### config.mk
export PLATFORM = sky130hd
export DESIGN_NAME = divider_array
export DESIGN_NICKNAME = d
export VERILOG_FILES = /design/src/rtl/divider_pkg.sv /design/src/rtl/divider_lane.sv /design/src/rtl/divider_array.sv
export SDC_FILE = /design/constraint.sdc
export NUM_CORES = 1
export LEC_CHECK = 0
export BUFFER_PORTS_ARGS = -buffer_cell sky130_fd_sc_hd__buf_2
export CAP_MARGIN = 20
export CORE_ASPECT_RATIO = 1.4
export CORE_UTILIZATION = 30
export DETAILED_ROUTE_END_ITERATION = 16
export PLACE_DENSITY = 0.53
export SLEW_MARGIN = 20
export SYNTH_ARGS = -nofsm -noshare
export SYNTH_HDL_FRONTEND = slang
export SYNTH_SLANG_ARGS = --single-unit
export TNS_END_PERCENT = 20
### constraint.sdc
create_clock -name clk_in -period 3.6 [get_ports clk_in]
set_input_delay 0.18 -clock clk_in [delete_from_list [all_inputs] [get_ports clk_in]]
set_output_delay 0.18 -clock clk_in [all_outputs]
set_load 0.02 [all_outputs]
### src/rtl/divider_pkg.sv
// Shared types and helpers for the divider array: controller state encoding,
// lane-to-divisor mapping and the iteration-counter width.
package divider_pkg;

  typedef enum logic [1:0] {
    StIdle,
    StRun,
    StDone
  } state_e;

  // Lane i is served by divisor i / group.
  function automatic int unsigned div_index(input int unsigned lane, input int unsigned group);
    return lane / group;
  endfunction

  // Counter must hold width-1 on load.
  function automatic int unsigned cnt_width(input int unsigned width);
    return $clog2(width);
  endfunction

endpackage

### src/rtl/divider_lane.sv
// One restoring-divider lane. The dividend register doubles as the quotient
// register: dividend bits leave at the top while quotient bits enter at the bottom.
module divider_lane #(
  parameter int unsigned WIDTH = 9
) (
  input  logic             clk,
  input  logic             rst_n,
  input  logic             load,
  input  logic             step,
  input  logic             last,
  input  logic [WIDTH-1:0] dividend,
  input  logic [WIDTH-1:0] divisor,
  output logic [WIDTH-1:0] quotient,
  output logic [WIDTH-1:0] remainder,
  output logic             div_zero
);

  logic [WIDTH-1:0] dvd_q;
  logic [WIDTH-1:0] dvs_q;
  logic [WIDTH-1:0] rem_q;
  logic             zero_q;
  logic [WIDTH-1:0] quotient_q;
  logic [WIDTH-1:0] remainder_q;
  logic             div_zero_q;

  logic [WIDTH:0]   shifted;
  logic             fits;
  logic [WIDTH-1:0] rem_d;
  logic [WIDTH-1:0] dvd_d;

  always_comb begin
    shifted = {rem_q, dvd_q[WIDTH-1]};
    fits    = shifted >= {1'b0, dvs_q};
    // When fits is set the difference is below the divisor, so WIDTH bits suffice.
    rem_d   = fits ? (shifted[WIDTH-1:0] - dvs_q) : shifted[WIDTH-1:0];
    dvd_d   = {dvd_q[WIDTH-2:0], fits};
  end

  always_ff @(posedge clk or negedge rst_n) begin
    if (!rst_n) begin
      dvd_q       <= '0;
      dvs_q       <= '0;
      rem_q       <= '0;
      zero_q      <= 1'b0;
      quotient_q  <= '0;
      remainder_q <= '0;
      div_zero_q  <= 1'b0;
    end else if (load) begin
      dvd_q  <= dividend;
      dvs_q  <= divisor;
      rem_q  <= '0;
      zero_q <= (divisor == '0);
    end else if (step) begin
      dvd_q <= dvd_d;
      rem_q <= rem_d;
      if (last) begin
        quotient_q  <= zero_q ? '1 : dvd_d;
        remainder_q <= rem_d;
        div_zero_q  <= zero_q;
      end
    end
  end

  assign quotient  = quotient_q;
  assign remainder = remainder_q;
  assign div_zero  = div_zero_q;

endmodule

### src/rtl/divider_array.sv
// Multi-channel handshaked unsigned divider: one shared controller steps
// CHANNELS lock-stepped lanes, with each divisor shared by GROUP lanes.
module divider_array
  import divider_pkg::*;
#(
  parameter int unsigned WIDTH    = 9,
  parameter int unsigned CHANNELS = 6,
  parameter int unsigned GROUP    = 2,
  localparam int unsigned NDIV    = CHANNELS / GROUP
) (
  input  logic                               clk_in,
  input  logic                               rst_in,
  input  logic                               in_valid_in,
  output logic                               in_ready_out,
  input  logic [CHANNELS-1:0][WIDTH-1:0]     dividend_in,
  input  logic [NDIV-1:0][WIDTH-1:0]         divisor_in,
  output logic                               out_valid_out,
  input  logic                               out_ready_in,
  output logic [CHANNELS-1:0][WIDTH-1:0]     quotient_out,
  output logic [CHANNELS-1:0][WIDTH-1:0]     remainder_out,
  output logic [CHANNELS-1:0]                div_zero_out,
  output logic                               busy_out
);

  localparam int unsigned     CntW    = cnt_width(WIDTH);
  localparam logic [CntW-1:0] CntLoad = CntW'(WIDTH - 1);

  if ((CHANNELS % GROUP) != 0) begin : g_bad_group
    $error("divider_array: CHANNELS must be a multiple of GROUP");
  end

  state_e          state_q;
  logic [CntW-1:0] cnt_q;
  logic            out_valid_q;
  logic            busy_q;

  logic accept;
  logic step;
  logic last;

  always_comb begin
    in_ready_out = (state_q == StIdle) || ((state_q == StDone) && out_ready_in);
    accept       = in_valid_in && in_ready_out;
    step         = (state_q == StRun);
    last         = step && (cnt_q == '0);
  end

  always_ff @(posedge clk_in or negedge rst_in) begin
    if (!rst_in) begin
      state_q     <= StIdle;
      cnt_q       <= '0;
      out_valid_q <= 1'b0;
      busy_q      <= 1'b0;
    end else begin
      unique case (state_q)
        StIdle: begin
          if (accept) begin
            state_q <= StRun;
            cnt_q   <= CntLoad;
            busy_q  <= 1'b1;
          end
        end
        StRun: begin
          if (last) begin
            state_q     <= StDone;
            out_valid_q <= 1'b1;
          end else begin
            cnt_q <= cnt_q - CntW'(1);
          end
        end
        StDone: begin
          if (out_ready_in) begin
            out_valid_q <= 1'b0;
            // Result retires and the next operands load on the same edge.
            if (in_valid_in) begin
              state_q <= StRun;
              cnt_q   <= CntLoad;
            end else begin
              state_q <= StIdle;
              busy_q  <= 1'b0;
            end
          end
        end
        default: begin
          state_q     <= StIdle;
          out_valid_q <= 1'b0;
          busy_q      <= 1'b0;
        end
      endcase
    end
  end

  assign out_valid_out = out_valid_q;
  assign busy_out      = busy_q;

  for (genvar i = 0; i < CHANNELS; i++) begin : g_lane
    divider_lane #(
      .WIDTH(WIDTH)
    ) u_lane (
      .clk      (clk_in),
      .rst_n    (rst_in),
      .load     (accept),
      .step     (step),
      .last     (last),
      .dividend (dividend_in[i]),
      .divisor  (divisor_in[div_index(i, GROUP)]),
      .quotient (quotient_out[i]),
      .remainder(remainder_out[i]),
      .div_zero (div_zero_out[i])
    );
  end

endmodule

-- After elaboration in Yosys (flattened, before gate mapping)
Index checks and enable logic that the tools add are counted.
W data, S select, Z words.
- bits in registers: 257
- output and inout port bits: 117
- bits of input ports: 85
- logic and storage cells: 130
- order comparisons: 6
- bitwise gates (word level): 3
- $add $sub $neg: 7
- eq/ne operators: 8
- reduce and logical (&&, ||, !) cells: 16
- mux-type cells: 53
- operator list (kind ; number):
    $mux W9 ; 36
    $ge A10 B9 Y1 ; 6
    $sub A9 B9 Y9 ; 6
    $logic_not A9 Y1 ; 3
    $mux W4 ; 4
    $ne A2 B2 Y1 const B ; 6
    $pmux W4 S3 ; 1
    $reduce_and A3 Y1 ; 3
    $mux W1 ; 6
    $mux W2 ; 3
    $pmux W1 S3 ; 2
    $pmux W2 S3 ; 1
    $reduce_and A5 Y1 ; 1
    $logic_not A4 Y1 ; 1
    $reduce_and A4 Y1 ; 1
    $sub A4 B1 Y4 const B ; 1
    $logic_and A1 B1 Y1 ; 3
    $not A1 Y1 ; 3
    $reduce_bool A3 Y1 ; 1
    $eq A2 B1 Y1 const B ; 1
    $eq A2 B2 Y1 const B ; 1
    $logic_not A2 Y1 ; 1
    $reduce_bool A2 Y1 ; 1
    $logic_or A1 B1 Y1 ; 1

-- Logic depth before layout (Yosys ltp)
- depth in word-level cells: 6
- gate-level depth with buffers: 11
- gate-level depth less buffers: 10

-- Modules after synthesis
Synthesis repeated with hierarchy kept, for this count alone.
- cell total of the unflattened synthesis: 1594
- area total of the unflattened synthesis: 15117.0 um^2
- by module, submodules not included (module ; cells an instance ; seq. area each (um^2) ; area each (um^2) ; times used):
    divider_lane ; 258 ; 1176.1 ; 2443.6 ; 6
    divider_array ; 46 ; 200.2 ; 455.4 ; 1

-- Worst setup path before layout
Ideal clock, no wire load.
- kind: flip-flop to flip-flop
- start point: register g_lane[4].u_lane.dvd_q[8]
- end point: register g_lane[4].u_lane.remainder_q[6]
- setup slack: 1.020 ns
- cell stages (with the launch flop): 11
- period minus slack after synthesis: 2.580 ns
- path buffers: 0
- data arrival time: 2.455 ns
- setup time: 0.125 ns
- data required time: 3.475 ns
- path through: dfrtp_1 inv_1 ha_1 inv_1 fa_1 a21o_1 a21oi_2 a21oi_2 a211oi_4 mux2_4 mux2_2
- cells in the longest elaborated chain, start to end: 2
- elaborated cells between the ends (all ways): 3
- classes of those cells: add/sub: 1; order compare: 1; mux: 1
- ends and longest elaborated chain (element ; RTL line ; source):
    start, declared ; divider_lane.sv:18 ; logic [WIDTH-1:0] dvd_q;
    start signal, assigned ; divider_lane.sv:49 ; dvd_q <= dividend;
    start signal, assigned ; divider_lane.sv:54 ; dvd_q <= dvd_d;
    $sub A9 B9 Y9 / $ge A10 B9 Y1 (equally long branches) ; divider_lane.sv:35, divider_lane.sv:33 ;
    $mux W9 (*) ; divider_lane.sv:35 ; rem_d = fits ? (shifted[WIDTH-1:0] - dvs_q) : shifted[WIDTH-1:0];
    end signal, assigned ; divider_lane.sv:58 ; remainder_q <= rem_d;
    end, declared ; divider_lane.sv:23 ; logic [WIDTH-1:0] remainder_q;
Mark *: on every way between the ends. The rest lies on a longest branch, timed or not.
A chain may end at the register's enable or synchronous reset.

-- Final worst setup path
- start point: register state_q[1]
- end point: register g_lane[2].u_lane.zero_q
- cells in the longest elaborated chain, start to end: 4
- elaborated cells between the ends (all ways): 5
- classes of those cells: eq/ne: 1; reduce/logical: 4
- ends and longest elaborated chain (element ; RTL line ; source):
    start, declared ; divider_array.sv:32 ; state_e state_q;
    start signal, assigned ; divider_array.sv:50 ; state_q <= StIdle;
    start signal, assigned ; divider_array.sv:58 ; state_q <= StRun;
    start signal, assigned ; divider_array.sv:65 ; state_q <= StDone;
    $eq A2 B2 Y1 ; divider_array.sv:42 ; in_ready_out = (state_q == StIdle) || ((state_q == StDone) && out_ready_in);
    $logic_and A1 B1 Y1 ; divider_array.sv:42 ;
    $logic_or A1 B1 Y1 (*) ; divider_array.sv:42 ;
    $logic_and A1 B1 Y1 (*) ; divider_array.sv:43 ; accept = in_valid_in && in_ready_out;
    end signal, assigned ; divider_lane.sv:52 ; zero_q <= (divisor == '0);
    end, declared ; divider_lane.sv:21 ; logic zero_q;
Marked as above.

==> metrics.yaml <==
die_x_um: 179
hold-worst-slack_ns: 0.115
finClkSkew_ns: 0.0128
synth_compound_area_share_pct: 18.3
fin_setup_tns_ns: 0
rrSetupSlack_ns: 0.71
synth_seq_cells: 257
root_buffer: "clkbuf_16"
cts_num_sinks: 257
nets: 1817
antenna_left: 0
path_clk_slew_ns: 0.06
cts_tree: "built"
cts_made_buffers: 30
mappedNetlistNets: 1560
grt_usage_pct: 17.8
synth_area_um2: 13100
synth_cell_types: 66
maxCapViolCount: 0
synth_cells: 1413
irDropWorstVdd_mv: 0.586
portBuffers: 201
power_density_nw_per_um2: 1140
rows: 90
hold_viol: 0
vias: 10981
via_per_inst: 4.90
ys_seq_area_share_pct: 49.1
antenna_found_initial: 1
synthAdderAreaFrac_pct: 6.27
arrival_ns: 3.38
endpoint: "g_lane[2].u_lane.zero_q"
dieArea_um2: 44500
coreArea_um2: 43000
required_ns: 4.09
antennaDiodeCount: 0
critPathMaxFanout: 44
grt_pass1_vias: 11254
clk_path_buf_depth: 3
min_period_ns: 2.89
grt_max_degree: 117
fin_ws_ns: 0.708
start_util_pct: 30.4
synth_top_family_by_area: "compound AO/OA/AOI/OAI gates"
num_io_pins: 202
dieHeight_um: 249
synthToLayoutAreaGrowth_pct: 25.6
synth_top_cells_by_count: "nand2_1, dfrtp_1, o21ai_0"
fmax_ghz: 0.346
yosysTopAreaCell: "dfrtp_1"
critPathLaunchType: "register"
path_class: "reg2reg"
fillers: 4412
muxShareOfSynthArea_pct: 3.73
place_ws_ns: 0.785
max_slew_margin_pct: 33.0
clock_latency_ns: 0.57
route.detailed.drc: 0
status: "finished clean"
ctsHoldBuffers: 86
overflow: 0
ys.flop_type: "dfrtp_1"
place.gp.congestion: 0.892
rr_endpoint: "g_lane[2].u_lane.zero_q"
dp_hpwl_um: 27700
firstDrtPassIters: 5
setup_viol: 0
synth.most_common_cell: "nand2_1"
slew_viol_final: 0
routed_wl_um: 39700
rsz0062_at_grt: "no"
reg2reg_from: "state_q[1]"
critPathLaunch: "state_q[1]"
async_flop_share_pct: 100
synth_edf_count: 0
dr.first_iter.drc_count: 520
synth_warnings: 0
min_path_type: "in2reg"
synthSimpleGateAreaFrac_pct: 15.6
grt_pass1_wl_um: 62200
ff2ff_path_depth: 6
p_leak_nw: 7.89
synthTopCellsByArea: "dfrtp_1, nand2_1, o21ai_0"
drive_above_1_share_pct: 17.8
avgSynthCellArea_um2: 9.26
finalCritPeriodShare_pct: 80.3
synth_xor_area_share_pct: 2.21
cts.repair.resized: 0
route.detailed.wl_per_inst_um: 17.7
cts_setup_buffers: 0
synthDominantCellAreaShare_pct: 49.1
end_kind: "register"
cts.htree.levels: 1
tightestPinTransition_ns: 1.01
[through the flow]
stage          instances  total power (W)  util [%]  instance area (um2)
2_1_floorplan       1413           0.0129         -                13100
3_3_place_gp        2104           0.0157      34.0                14600
3_5_place_dp        2104           0.0159      34.0                14600
4_1_cts             2242           0.0191      38.2                16400
5_1_grt             2242           0.0205      38.2                16400
6_report            2242           0.0188      38.2                16400
[cells by family after synthesis]
kind of cell,Yosys count
simple gates,482
fa+ha+maj,62
mux,47
xor+xnor,33
compound gates,390
buf+inv,142
flops,257
[report_power, final]
part | internal (W) | switching (W) | total, W
registers | 0.00429 | 0.000925 | 0.00522
logic | 0.00416 | 0.00645 | 0.0106
clock network | 0.00176 | 0.00123 | 0.00298
[worst max-delay path, stage by stage (launching register included)]
cell and delay [ns]:
dfrtp_1 0.47, a21oi_1 0.29, and2_4 0.58, buf_4 0.44, nand3_1 0.19, o41ai_1 0.27, dlygate4sd3_1 0.59
[routing by layer]
layer	GRT usage, %	routed length, um	up-vias
li1	-	-	5412
met1	20.5	15900	5327
met2	33.8	21600	183
met3	2.05	1300	57
met4	5.23	887	2
met5	0	13	-
[how the worst min path moves through the flow]
stage / start / endpoint / slack, ns / cells past startpoint
final: in_valid_in / busy_out / 0.11 / 4
after floorplan: rst_in / busy_out / -0.12 / 0
after detailed placement: rst_in / g_lane[2].u_lane.dvd_q[3] / 0.35 / 1
after global routing: in_valid_in / busy_out / 0.12 / 4
after global placement: rst_in / g_lane[2].u_lane.dvd_q[3] / 0.32 / 1
after CTS: in_valid_in / busy_out / 0.09 / 4
[layout make-up]
cell class	instances	area, um2	share of cell area, %
clock buffers	46	892	5.43
flip-flops and latches	257	6430	39.1
repair buffers	312	2090	12.7
multi-input cells	1014	6070	36.9
inverters	55	206	1.26
well taps	552	691	4.20
clock inverters	6	55.1	0.335
[cells in the final DEF (no fill, tap or decap), types with 8 or more instances in the layout]
cell	n
and3_1	8
mux2i_1	36
xor2_1	14
nor2b_1	9
nor2_1	93
mux2_2	10
o21a_1	14
nand3_1	62
buf_2	200
inv_1	55
a21oi_1	39
nor3_1	8
o21ai_0	196
a21o_1	14
clkbuf_16	31
dlygate4sd3_1	86
dfrtp_1	257
a31oi_1	8
buf_4	23
xnor2_1	19
clkbuf_1	9
ha_1	56
nand2_1	266
a22oi_1	52
[flip-flops by register name, indices dropped and copies added, names as in the netlist, 2 cells and up]
register	count
g_lane.u_lane.remainder	54
g_lane.u_lane.dvs_q	27
g_lane.u_lane.quotient	54
cnt_q	4
g_lane.u_lane.dvd_q	54
g_lane.u_lane.rem_q	54
g_lane.u_lane.div_zero	3
g_lane.u_lane.zero_q	3
state_q	2
Power figures use the tool's default switching activity.
